--- src/rtl/voice_alloc.sv ---
// Polyphonic voice allocator: maps MIDI note-on/note-off events onto a small
// pool of oscillator voices, with retrigger, free-voice and oldest-voice
// stealing priority. One event in flight at a time; strobes come out two
// cycles after the input strobe.
//
//   state | meaning
//   IDLE  | waiting for a note strobe
//   SCAN  | choosing the target voice for the latched event
//   ISSUE | output strobe cycle; voice table updated at the end of it
module voice_alloc #(
    parameter int VOICES  = 7,
    parameter int NOTE_BW = 7
) (
    input  logic               clk_i,
    input  logic               rst_i,
    input  logic               noteOnStrb_i,
    input  logic               noteOffStrb_i,
    input  logic [NOTE_BW-1:0] note_i,
    output logic [VOICES-1:0]  voiceSel_o,
    output logic [NOTE_BW-1:0] voiceNote_o,
    output logic               voiceOnStrb_o,
    output logic               voiceOffStrb_o,
    output logic               stealStrb_o,
    output logic [VOICES-1:0]  activeVoices_o,
    output logic               busy_o,
    output logic               overflow_o
);

    typedef enum logic [1:0] {IDLE, SCAN, ISSUE} state_t;

    state_t state_q, state_d;

    logic [VOICES-1:0]  active_q;
    logic [NOTE_BW-1:0] notes_q [VOICES];
    logic [3:0]         ages_q  [VOICES];

    logic               is_off_q;
    logic [NOTE_BW-1:0] note_q;

    logic [VOICES-1:0]  sel_q;
    logic               on_q, off_q, steal_q, ovf_q;
    logic [NOTE_BW-1:0] vnote_q;

    logic               any_strb, accept, ovf_set;

    logic               hit_found, free_found, old_found;
    logic [VOICES-1:0]  hit_oh, free_oh, old_oh;
    logic [3:0]         old_age;

    assign any_strb = noteOnStrb_i | noteOffStrb_i;
    assign accept   = any_strb && (state_q == IDLE);
    // A strobe while busy is lost; a simultaneous on+off loses the note-on.
    assign ovf_set  = (any_strb && (state_q != IDLE)) ||
                      (noteOnStrb_i && noteOffStrb_i && (state_q == IDLE));

    // State register.
    always_ff @(posedge clk_i or posedge rst_i) begin
        if (rst_i) state_q <= IDLE;
        else       state_q <= state_d;
    end

    // Next-state logic.
    always_comb begin
        state_d = state_q;
        case (state_q)
            IDLE:    if (accept) state_d = SCAN;
            SCAN:    state_d = ISSUE;
            ISSUE:   state_d = IDLE;
            default: state_d = IDLE;
        endcase
    end

    // Voice search: matching note, first free voice, oldest active voice.
    always_comb begin
        hit_found  = 1'b0;
        free_found = 1'b0;
        old_found  = 1'b0;
        hit_oh     = '0;
        free_oh    = '0;
        old_oh     = '0;
        old_age    = '0;
        for (int i = 0; i < VOICES; i++) begin
            if (active_q[i] && (notes_q[i] == note_q) && !hit_found) begin
                hit_found = 1'b1;
                hit_oh[i] = 1'b1;
            end
            if (!active_q[i] && !free_found) begin
                free_found = 1'b1;
                free_oh[i] = 1'b1;
            end
            // Strict compare keeps the lowest index on age ties.
            if (active_q[i] && (!old_found || (ages_q[i] > old_age))) begin
                old_found = 1'b1;
                old_age   = ages_q[i];
                old_oh    = '0;
                old_oh[i] = 1'b1;
            end
        end
    end

    // Event latch, output registers, voice table and sticky overflow.
    always_ff @(posedge clk_i or posedge rst_i) begin
        if (rst_i) begin
            is_off_q <= 1'b0;
            note_q   <= '0;
            sel_q    <= '0;
            on_q     <= 1'b0;
            off_q    <= 1'b0;
            steal_q  <= 1'b0;
            vnote_q  <= '0;
            ovf_q    <= 1'b0;
            active_q <= '0;
            for (int i = 0; i < VOICES; i++) begin
                notes_q[i] <= '0;
                ages_q[i]  <= '0;
            end
        end else begin
            if (ovf_set) ovf_q <= 1'b1;
            case (state_q)
                IDLE: begin
                    if (accept) begin
                        is_off_q <= noteOffStrb_i;
                        note_q   <= note_i;
                    end
                end
                SCAN: begin
                    if (is_off_q) begin
                        if (hit_found) begin
                            sel_q   <= hit_oh;
                            off_q   <= 1'b1;
                            vnote_q <= note_q;
                        end
                    end else begin
                        on_q    <= 1'b1;
                        vnote_q <= note_q;
                        if (hit_found)       sel_q <= hit_oh;
                        else if (free_found) sel_q <= free_oh;
                        else begin
                            sel_q   <= old_oh;
                            steal_q <= 1'b1;
                        end
                    end
                end
                ISSUE: begin
                    sel_q   <= '0;
                    on_q    <= 1'b0;
                    off_q   <= 1'b0;
                    steal_q <= 1'b0;
                    for (int i = 0; i < VOICES; i++) begin
                        if (on_q) begin
                            if (sel_q[i]) begin
                                active_q[i] <= 1'b1;
                                notes_q[i]  <= note_q;
                                ages_q[i]   <= '0;
                            end else if (active_q[i] && (ages_q[i] != 4'd15)) begin
                                ages_q[i] <= ages_q[i] + 4'd1;
                            end
                        end else if (off_q && sel_q[i]) begin
                            active_q[i] <= 1'b0;
                        end
                    end
                end
                default: ;
            endcase
        end
    end

    assign voiceSel_o     = sel_q;
    assign voiceNote_o    = vnote_q;
    assign voiceOnStrb_o  = on_q;
    assign voiceOffStrb_o = off_q;
    assign stealStrb_o    = steal_q;
    assign activeVoices_o = active_q;
    assign busy_o         = (state_q != IDLE);
    assign overflow_o     = ovf_q;

endmodule

--- config.mk ---
export PLATFORM = sky130hd
export DESIGN_NAME = voice_alloc
export DESIGN_NICKNAME = d
export VERILOG_FILES = /design/src/rtl/voice_alloc.sv
export SDC_FILE = /design/constraint.sdc
export NUM_CORES = 1
export LEC_CHECK = 0
export BUFFER_PORTS_ARGS = -buffer_cell sky130_fd_sc_hd__buf_2
export CAP_MARGIN = 15
export CORE_MARGIN = 2
export CORE_UTILIZATION = 67
export DETAILED_ROUTE_END_ITERATION = 10
export GPL_TIMING_DRIVEN = 0
export PLACE_DENSITY = 0.86
export SYNTH_ARGS = -nofsm -noshare
export SYNTH_HDL_FRONTEND = slang
export SYNTH_SLANG_ARGS = --single-unit
--- constraint.sdc ---
create_clock -name clk_i -period 18.7 [get_ports clk_i]
set_input_delay 3.74 -clock clk_i [delete_from_list [all_inputs] [get_ports clk_i]]
set_output_delay 3.74 -clock clk_i [all_outputs]
set_load 0.05 [all_outputs]
=== Word level (Yosys, flattened, before mapping) ===
Index checks and enable logic that the tools add are counted.

* Output and inout port bits: 26
* Input bits: 11
* Logic and storage cells: 290
* Register bits after elaboration: 112

* Add/sub/neg operators: 7
* Reductions and logical operators: 117
* Bitwise gates (word level): 1
* Equal/unequal tests: 31
* Muxes and demuxes: 98
* $lt $le $gt $ge: 6

{| class="wikitable"
|+ Operators with widths
! kind !! number
|-
| $mux 7 || 12
|-
| $mux 4 || 20
|-
| $reduce_and 3->1 || 22
|-
| $mux 1 || 60
|-
| $eq 7x7->1 || 7
|-
| $logic_and 1x1->1 || 43
|-
| $reduce_bool 2->1 || 16
|-
| $add 4x1->4 const B || 7
|-
| $ne 4x4->1 const B || 7
|-
| $ne 2x2->1 const B || 13
|-
| $gt 4x4->1 || 6
|-
| $logic_not 1->1 || 23
|-
| $pmux 7 s2 || 1
|-
| $reduce_and 2->1 || 4
|-
| $logic_or 1x1->1 || 7
|-
| $pmux 1 s2 || 3
|-
| $pmux 2 s2 || 1
|-
| $reduce_and 4->1 || 1
|-
| $ne 3x3->1 const B || 1
|-
| $eq 2x1->1 const B || 1
|-
| $eq 2x2->1 const B || 1
|-
| $logic_not 2->1 || 1
|-
| $mux 2 || 1
|-
| $ne 2x1->1 const B || 1
|-
| $or 1x1->1 || 1
|}

=== Logic depth before layout (Yosys ltp) ===
* Depth after elaboration: 29
* Gate-level depth with buffers: 48
* Gate-level depth less buffers: 44

=== Worst setup path before layout ===
Ideal clock, no wire load.

* Kind: reg2reg
* Start: register active_q[0], in the netlist activeVoices_o[0]
* End: register sel_q[2], in the netlist voiceSel_o[2]
* Path slack: 8858 ps
* Arrival: 9760 ps
* Period minus slack after synthesis: 9842 ps
* Cell stages (with the launch flop): 48
* Setup time: 83 ps
* Required time: 18617 ps
* Buffers on the path: 5
* Path through: dfrtp_1 > clkbuf_1 > nand2_1 > ha_1 > nor2b_1 > o211ai_1 > a21oi_1 > or2_2 > clkbuf_1 > a22o_1 > inv_1 > ha_1 > o21ai_0 > a221oi_1 > o21ai_0 > clkbuf_1 > mux2_2 > ha_1 > [12 not listed] > clkbuf_1 > nor2_1 > a21o_1 > ha_1 > nor2b_1 > o211ai_1 > a21oi_1 > o21ai_0 > mux2_2 > a31oi_1 > ha_1 > inv_1 > a2111oi_0 > o31ai_1 > or3_1 > o31ai_1 > a41oi_1 > o21ai_0

* Cells in the longest elaborated chain, start to end: 29
* Elaborated cells between the ends (all ways): 88
* Those cells by class: order compare (6); eq/ne (1); mux (38); reduce/logical (43)

{| class="wikitable"
|+ Ends and longest elaborated chain
! element !! RTL line !! text
|-
| from (decl) || 33 || <nowiki>logic [VOICES-1:0] active_q;</nowiki>
|-
| from (signal assigned) || 112 || <nowiki>active_q <= '0;</nowiki>
|-
| from (signal, indexed assignment) || 152 || <nowiki>active_q[i] <= 1'b1;</nowiki>
|-
| from (signal, indexed assignment) || 159 || <nowiki>active_q[i] <= 1'b0;</nowiki>
|-
| $mux 4 or $mux 1 (tied branches) || 92 || <nowiki>if (active_q[i] && (!old_found || (ages_q[i] > old_age))) begin</nowiki>
|-
| $gt 4x4->1 or $logic_not 1->1 (tied branches) || 92 ||
|-
| $logic_or 1x1->1 || 92 ||
|-
| $logic_and 1x1->1 || 92 ||
|-
| $mux 4 or $mux 1 (tied branches) || 92 ||
|-
| $gt 4x4->1 or $logic_not 1->1 (tied branches) || 92 ||
|-
| $logic_or 1x1->1 || 92 ||
|-
| $logic_and 1x1->1 || 92 ||
|-
| [13 not listed] || - ||
|-
| $gt 4x4->1 or $logic_not 1->1 (tied branches) || 92 ||
|-
| $logic_or 1x1->1 || 92 ||
|-
| $logic_and 1x1->1 || 92 ||
|-
| $mux 7 || 92 ||
|-
| $mux 7 || 137 || <nowiki>else if (free_found) sel_q <= free_oh;</nowiki>
|-
| $mux 7 || 136 || <nowiki>if (hit_found) sel_q <= hit_oh;</nowiki>
|-
| $mux 7 || 127 || <nowiki>if (is_off_q) begin</nowiki>
|-
| $pmux 7 s2 || 119 || <nowiki>case (state_q)</nowiki>
|-
| to (signal assigned) || 129 || <nowiki>sel_q <= hit_oh;</nowiki>
|-
| to (signal assigned) || 136 ||
|-
| to (signal assigned) || 137 ||
|-
| to (decl) || 40 || <nowiki>logic [VOICES-1:0] sel_q;</nowiki>
|}

Parallel ways exist; a longest one is shown, timed or not. The select of a mux whose other input is x is not followed.
A chain may end at the register's enable or synchronous reset.

=== Worst setup path after layout ===
Ends and elaborated chain as after synthesis.

==> reports/results.ini <==
[run_status]
outcome=completed

[floorplan]
initial_core_util_pct=68.7
fp.dieArea_mm2=0.0108
die-width_um=104
pin_count=37
coreArea_mm2=0.00973
die_height_um=104
placementRows=36

[synthesis]
ys.flop_type=dfrtp_1
synth.most_common_cell=dfrtp_1
yosys-top-cells-count=112 x dfrtp_1, 75 x nand2_1, 66 x mux2_2
synth_top_area_cell=dfrtp_1
synthesis.nets=717
synthTopCellsByArea=dfrtp_1 42%, mux2_2 11%, xnor2_1 6.4%
yosysUniqueCellTypes=59
yosysSeqAreaShare_pct=41.9
syn_avg_cell_area_um2=9.95
synth_top_area_share_pct=41.9
ys.warnings.count=0
ys_seq_elements=112
async_reset_ff_share_pct=100
netlist_area_mm2=0.00669
synthCells=672
synth_edf_count=0

[drt]
ant_nets=0
drt_iter0_markers=352
drc_errors=0
firstDrtPassIters=5
wl_per_cell_um=18.5
routed_via_density=6.26
wirelength_mm=15.9
dr_total_vias=5371

[setup_path]
crit_required_ps=19000
end_kind=flop
slowest_delay_ps=710
cpMostUsedCell=o21ai_0
cpMaxStageDelayCell=o21ai_0
cp_max_fo=10
path_class=reg2reg
crit_arrival_ps=11970
startpoint_type=flop

[job]
maxCapViolCount=0

[layout]
area_delta_synth_final_pct=8.40
antenna_cells=0
drive_above_1_share_pct=20.6
final_nets=765

[global_route]
grt_pass1_vias=5613
grt_use_total_pct=30.5
overflow=0
grt_pass1_wl_mm=26.6
grt_max_degree=65
antenna_found_initial=0

[clock_tree]
clock_latency_ps=390
clock_sinks=112
cts_resized=0
cts_made_buffers=9
cts_tree=done
cts_buffer_depth=2
clk_pin_slew_ps=110
root_buffer=clkbuf_8
hold_buffers=0
h-tree-depth=3
postCtsSetupBuffers=0

[timing]
layout_min_cycle_time_ps=11660
hold_viol=0
rsz0062_at_grt=false
clock_skew_ps=6.72
period_share_pct=62.4
setup_viol=0
maxSlewHeadroom_pct=42.9
finalSetupTns_ps=0
drv_slew=0
fmax_mhz=85.7
tightest_slew_ps=848

[worst_hold_path]
hp-class=reg2reg

[power]
intPower_uw=683
power.total_uw=1290
comb_power_share_pct=59.6
power.density_mw_per_mm2=178
p_clk_share_pct=11.0
seqPwrFrac_pct=29.4
switchingPower_uw=607
swShare_pct=47.1
ir_worst_vdd_mv=0.140
p_leak_uw=0.00330

[placement]
gp_congestion=0.968
dp.final_hpwl_mm=11.7
numPortBuffers=36

layer usage:
| layer | GRT usage [%] | part of all wire, % |
|---|---|---|
| met5 | 0 | 0 |
| met1 | 36.7 | 39 |
| met3 | 5.01 | 5.4 |
| met4 | 13.7 | 2.9 |
| met2 | 53.8 | 52 |
power by group through the flow:
stage / registers [µW] / clock network (µW) / logic, µW
finish: 379 / 142 / 768
global route: 389 / 149 / 842
CTS: 378 / 142 / 762
detailed placement: 383 / 0 / 758
global placement: 377 / 0 / 709
floorplan: 428 / 0 / 525
through the flow:
stage                     instance area, µm²  hold WS (ps)  util, %  std cells  setup WS (ps)
final                                   7250           476     74.5        858           7040
after global routing                    7250           524     74.5        858           6130
after CTS                               7250           476     74.5        858           7310
after detailed placement                7070           449     72.6        842           7390
after global placement                  7040           444     72.3        841           7910
after floorplan                         6690           500        -        672           8860
critical path, delay by kind of cell (launching register included):
family                     cells  cell delay [ps]
buffers and inverters          8             1900
AOI/OAI and AO/OA             22             5260
adders and majority gates      6             1610
muxes                          2              820
and+or+nand+nor                8             1510
DFF                            1              490
flip-flops by register name (all words and copies together), names as in the netlist:
name	count
ages_q	28
note_q	7
state_q	2
voiceSel_o	7
activeVoices_o	7
stealStrb_o	1
is_off_q	1
voiceOnStrb_o	1
overflow_o	1
notes_q	49
voiceOffStrb_o	1
voiceNote_o	7
worst paths after layout:
path / start / end / slack, ps / depth (start not counted)
worst max-delay path: activeVoices_o[0] / voiceSel_o[2] / 7040 / 46
worst min-delay path: overflow_o / overflow_o / 480 / 1
worst max register to register: activeVoices_o[0] / voiceSel_o[2] / 7040 / 46
worst min register to register: overflow_o / overflow_o / 480 / 1
max in group asynchronous: rst_i / ages_q[4] / 14490 / 3
min in group asynchronous: rst_i / notes_q[35] / 3500 / 2
cells by family (layout without fill, tap and decap cells):
logic type,Yosys count,count (layout),synth area share (%)
AND/OR/NAND/NOR,203,203,14.7
AO/OA/AOI/OAI,134,134,13.6
flip-flops,112,112,41.9
buffers and inverters,69,122,5.16
multiplexers,68,68,11.4
XOR/XNOR,52,52,6.81
adder cells (fa/ha/maj),34,34,6.36
layout make-up:
class                           instances  area (µm²)
Sequential cell                       112        2800
Buffer                                 41         240
Clock buffer                            9         124
Clock inverter                          7        61.3
Timing Repair Buffer                   37         208
Multi-Input combinational cell        491        3540
Fill cell                             668        2480
Inverter                               28         108
Tap cell                              133         166
layout by cell type (no fill, tap or decap), types with 5 or more instances in the layout:
cell type  Yosys  layout
a21o_1         9       9
a21oi_1       24      24
a22o_1         7       7
a22oi_1        7       7
a311oi_1       6       6
and2_1         7       7
buf_2          2      38
buf_4          8       8
buf_6          7       7
clkbuf_1      22      22
clkbuf_8       0       9
dfrtp_1      112     112
ha_1          34      34
inv_1         28      27
mux2_2        66      66
nand2_1       75      75
nand3_1       26      26
nand4_1       20      20
nor2_1        35      35
nor3_1        14      14
o211ai_1       5       5
o21ai_0       32      32
o22ai_1        5       5
o31ai_1        9       9
xnor2_1       49      49
Power figures use the tool's default switching activity.
